<file path="config.mk">
export PLATFORM = sky130hd
export DESIGN_NAME = rob_multi_port
export DESIGN_NICKNAME = d
export VERILOG_FILES = /design/src/rtl/rob_multi_port.sv
export SDC_FILE = /design/constraint.sdc
export NUM_CORES = 1
export LEC_CHECK = 0
export ABC_CLOCK_PERIOD_IN_PS = 5100
export BUFFER_PORTS_ARGS = -buffer_cell sky130_fd_sc_hd__clkbuf_2
export CAP_MARGIN = 20
export CORE_UTILIZATION = 54
export CTS_BUF_LIST = sky130_fd_sc_hd__clkbuf_8
export DETAILED_ROUTE_END_ITERATION = 8
export PLACE_DENSITY = 0.72
export SYNTH_ARGS = -nofsm -noshare
export SYNTH_HDL_FRONTEND = slang
export SYNTH_SLANG_ARGS = --single-unit
</file>
<file path="constraint.sdc">
create_clock -name clk -period 5.1 [get_ports clk]
set_clock_uncertainty 0.2 [all_clocks]
set_input_delay 0.255 -clock clk [delete_from_list [all_inputs] [get_ports clk]]
set_output_delay 0.255 -clock clk [all_outputs]
set_load 0.02 [all_outputs]
</file>
<file path="src/rtl/rob_multi_port.sv">
// rtl/rob_multi_port.sv - reorder buffer with multi-port random-slot insert and in-order head dequeue
module rob_multi_port #(
    parameter int p_msg_bits  = 32,
    parameter int p_depth     = 8,
    parameter int p_num_ins   = 2,
    parameter int p_addr_bits = $clog2(p_depth),
    parameter int p_cnt_bits  = $clog2(p_depth + 1)
) (
    input  logic                             clk,
    input  logic                             rst,
    input  logic [p_num_ins-1:0]             ins_en,
    input  logic [p_num_ins*p_addr_bits-1:0] ins_idx,
    input  logic [p_num_ins*p_msg_bits-1:0]  ins_msg,
    input  logic                             deq_en,
    output logic                             deq_rdy,
    output logic [p_addr_bits-1:0]           deq_idx,
    output logic [p_msg_bits-1:0]            deq_msg,
    input  logic                             flush,
    output logic [p_cnt_bits-1:0]            count
);

    localparam logic [p_addr_bits-1:0] last_idx = p_addr_bits'(p_depth - 1);

    logic [p_depth-1:0]     valid;
    logic [p_depth-1:0]     valid_nxt;
    logic [p_addr_bits-1:0] head;
    logic [p_addr_bits-1:0] head_nxt;
    logic [p_cnt_bits-1:0]  count_nxt;
    logic [p_msg_bits-1:0]  payload [p_depth];

    logic [p_num_ins-1:0]   ins_ok;
    logic [p_addr_bits-1:0] idx_a [p_num_ins];
    logic [p_msg_bits-1:0]  msg_a [p_num_ins];
    logic                   deq_fire;

    // Indices past the last entry only exist for non-power-of-two depths; they are dropped.
    for (genvar g = 0; g < p_num_ins; g++) begin : g_unpack
        assign idx_a[g]  = ins_idx[g*p_addr_bits +: p_addr_bits];
        assign msg_a[g]  = ins_msg[g*p_msg_bits +: p_msg_bits];
        assign ins_ok[g] = ins_en[g] && (int'(idx_a[g]) < p_depth);
    end

    assign deq_fire = deq_en && valid[head];
    assign deq_rdy  = valid[head];
    assign deq_idx  = head;
    assign deq_msg  = payload[head];

    // Dequeue clears first so an insert at the head in the same cycle leaves it valid.
    always_comb begin
        valid_nxt = valid;
        head_nxt  = head;
        if (deq_fire) begin
            valid_nxt[head] = 1'b0;
            head_nxt        = (head == last_idx) ? '0 : head + 1'b1;
        end
        for (int p = 0; p < p_num_ins; p++) begin
            if (ins_ok[p]) valid_nxt[idx_a[p]] = 1'b1;
        end
        if (flush) begin
            valid_nxt = '0;
            head_nxt  = '0;
        end
        count_nxt = '0;
        for (int i = 0; i < p_depth; i++) begin
            count_nxt = count_nxt + p_cnt_bits'(valid_nxt[i]);
        end
    end

    always_ff @(posedge clk or negedge rst) begin
        if (!rst) begin
            valid <= '0;
            head  <= '0;
            count <= '0;
        end else begin
            valid <= valid_nxt;
            head  <= head_nxt;
            count <= count_nxt;
        end
    end

    // Payload is not reset; the highest-numbered port's write lands last on a collision.
    always_ff @(posedge clk) begin
        if (!flush) begin
            for (int p = 0; p < p_num_ins; p++) begin
                if (ins_ok[p]) payload[idx_a[p]] <= msg_a[p];
            end
        end
    end

    // Packs {head, count, valid} for a debug display.
    function automatic logic [p_addr_bits+p_cnt_bits+p_depth-1:0] trace();
        return {head, count, valid};
    endfunction

endmodule

</file>
==> results.md <==
- Outcome: completed
- DP Wirelength: 20300 um
- Synth cell count leaders: 256 x edfxtp_1, 252 x mux2_2, 34 x buf_2, 31 x mux2_4
- Die Height: 162 um
- Setup Fix Bufs, Post-CTS: 0
- R2r setup slk: 0.90 ns
- Routability congestion estimate: 0.807
- Async S/R FF share, synth: around 5.5%
- Worst Setup Start Kind: input port
- Netlist cell types: 55
- GRT Residual Overflow: 0
- Slew Limit Fails: 0
- Synth top area share: 55.6%
- Syn nets: 946
- Clk pwr share: 34.9%
- Fraction of layout cells with a size suffix above 1: 47.3%
- Worst min-delay path class: in -> reg
- CTS tree: yes
- Standard-cell rows: just under 60
- Gr usage total: roughly 29%
- Detailed Route Iter0 Violations: 900
- First-pass GRT wire length: about 55000 um
- Via count: between 8k and 9k
- Worst-Margin Slew: roughly 1 ns
- Post-synth EDFFs: 256
- Clk sinks: 271
- WP data required: 5.34 ns
- Seq pwr share: 53.7%
- Initial antenna violation count: 0
- Number of global-route vias before repair: about 9.3k
- Biggest area consumer among synthesized cells: edfxtp_1
- Final setup vio count: 0
- PortBufs: between 100 and 150
- Final wirelength: between 30000 and 40000 um
- Die area: 26300 um2
- Pre-antenna DRT Iters: 5
- Placeable Area: about 25000 um2
- Sequential area share after synthesis: 58.3%
- H-tree depth: 2
- Nets@finish: approximately 1.2k
- Fin. Hold Viols: 0
- Arrival time worst endpoint: 4.51 ns
- Reg-to-Reg Start: deq_idx[2]
- Rel. slew slack: between 30% and 40%
- Routed length per instance: 25.4 um
- RR Endpoint: count[2]
- DR vias/cell: slightly above 6
- Worst Hold Path EP: valid[0]
- Net Switching: roughly 1.2 mW
- Leakage: approximately 5.9 nW
- Count leader, synth: edfxtp_1
- Maximum vdd ir drop: 0.218 mV
- Ant. Diodes: 0
- Setup tns final: 0 ns
- Post-synth top flop: edfxtp_1
- Synth top area cells: edfxtp_1 56%, mux2_2 21%, mux4_2 4.2%
- Hold Crit Start: ins_idx[1]
- Area growth, synth to finish: 20.0%
- Fmax: 234 MHz
- Syn Inst Count: ~860
- Internal Power: 3.62 mW
- Remaining DRCs: 0
- Hold path depth: 3
- RSZ-0062 raised after global routing: false
- Starting density of the core: 54.9%
- Pwr Density: 288 nW/um2
- I/O pin count: between 100 and 150
- Root Driver: clkbuf_8
- Clock network latency to the later pin of the worst-skew pair: 0.56 ns
- Min Clock Period, post-route: 4.27 ns
- Syn. warnings: 0
- Max-cap violations: 0
- Antenna-violating nets left: 0
- Final period util: 83.8%
- Clock slew at reported path FFs: around 0.060 ns
- Logic pwr share: 11.4%
- Core Util, Final: 65.9%
- Synth Register Bits: 271
- Die width: 162 um
- Clock buffer depth: 3
- Sw frac: about a quarter
- Nature of the critical path endpoint: flop
- Synthesized area: 13800 um2
- Largest net degree at the start of global routing: 39
- Number of buffers created by CTS: 45
- WS Path Type: in -> reg
- R2R cell count: 13
- Max FO, Critical Path: 12
- Syn Area/Cell: ~16 um2
worst max-delay path by stage:
| stage | start | end | slack (ns) | cells past startpoint |
|---|---|---|---|---|
| 2_1_floorplan | flush | count[2] | 0.08 | 13 |
| 3_3_place_gp | flush | count[2] | 0.89 | 14 |
| 3_5_place_dp | flush | count[1] | 0.81 | 14 |
| 4_1_cts | flush | count[2] | 0.84 | 15 |
| 5_1_grt | flush | count[2] | 0.62 | 15 |
| 6_report | flush | count[2] | 0.83 | 15 |
per-layer routing:
layer	GRT usage [%]	up-vias	share of wire [%]
li1	-	3946	-
met1	38.2	4574	42
met2	48.8	370	50
met3	4.44	66	6.7
met4	9.09	0	1.9
met5	0	-	0
kinds of logic (layout without fill, tap and decap cells):
| group | Yosys count | in the layout | synth area share (%) |
|---|---|---|---|
| muxes | 318 | 318 | 28.8 |
| DFF | 271 | 271 | 58.3 |
| AOI/OAI and AO/OA | 121 | 121 | 6.48 |
| buffers and inverters | 72 | 337 | 2.91 |
| and+or+nand+nor | 69 | 69 | 2.47 |
| adders and majority gates | 9 | 9 | 1.03 |
| xor gates and xnor gates | 1 | 1 | 0.0633 |
area by class of cell:
| cell class | count | area [um2] |
|---|---|---|
| Clock buffer | 45 | 619 |
| Tap cell | 330 | 413 |
| Multi-Input combinational cell | 518 | 5480 |
| Timing Repair Buffer | 248 | 1830 |
| Fill cell | 1842 | 8580 |
| Clock inverter | 30 | 130 |
| Sequential cell | 271 | 8070 |
| Inverter | 14 | 52.6 |
repair_timing:
action                                 in CTS  in global routing
endpoints found under the hold margin     276                  0
hold buffers                              101                  0
gates resized for setup                     0                  0
setup endpoints to repair                   0                  0
worst max-delay path: stages:
cell and delay, ns:
dlygate4sd3_1 0.53, clkbuf_2 0.21, nand3b_1 0.43, o22ai_4 0.55, nor3_1 0.09, a21oi_1 0.27, fa_1 0.45, inv_1 0.08
fa_1 0.42, fa_1 0.44, inv_1 0.07, ha_1 0.15, inv_1 0.05, fa_1 0.37, xnor2_1 0.14
state kept, by name (all words and copies together) (netlist names):
register and count:
count 4, valid 8, deq_idx 3, payload 256
cell usage in the layout (no fill, tap or decap), types with 5 or more instances in the layout:
cell           instances
mux2_2               252
a22oi_1               26
nand2b_1               6
a21oi_1               12
nand2_1               16
dlygate4sd3_1        101
buf_4                 30
mux2_4                31
a221o_1                6
clkbuf_8              45
o22ai_1                7
mux2i_1                9
edfxtp_1             256
dfrtp_1               12
inv_1                 27
clkbuf_2             115
nor2_1                20
nor3_1                 5
mux4_2                26
nor2b_1                5
a221oi_1              25
clkinv_1              11
ha_1                   5
o21ai_0               13
power groups by stage:
stage | clock network, mW | logic (mW) | registers (mW)
final | 1.67 | 0.547 | 2.57
after global routing | 1.78 | 0.585 | 2.57
after CTS | 1.70 | 0.543 | 2.57
after detailed placement | 0 | 0.478 | 2.61
after global placement | 0 | 0.468 | 2.61
after floorplan | 0 | 0.286 | 2.61
per-stage QoR:
stage	setup slack, ns	instances	area, um2	power [mW]	hold slack, ns
floorplan	0.0781	861	13800	2.90	-0.241
global placement	0.890	1277	14800	3.08	-0.00517
detailed placement	0.810	1280	14800	3.09	-0.00707
CTS	0.845	1456	16600	4.81	0.00962
global route	0.619	1456	16600	4.93	0.0391
finish	0.829	1456	16600	4.78	0.0346
(Power assumes the default switching activity.)
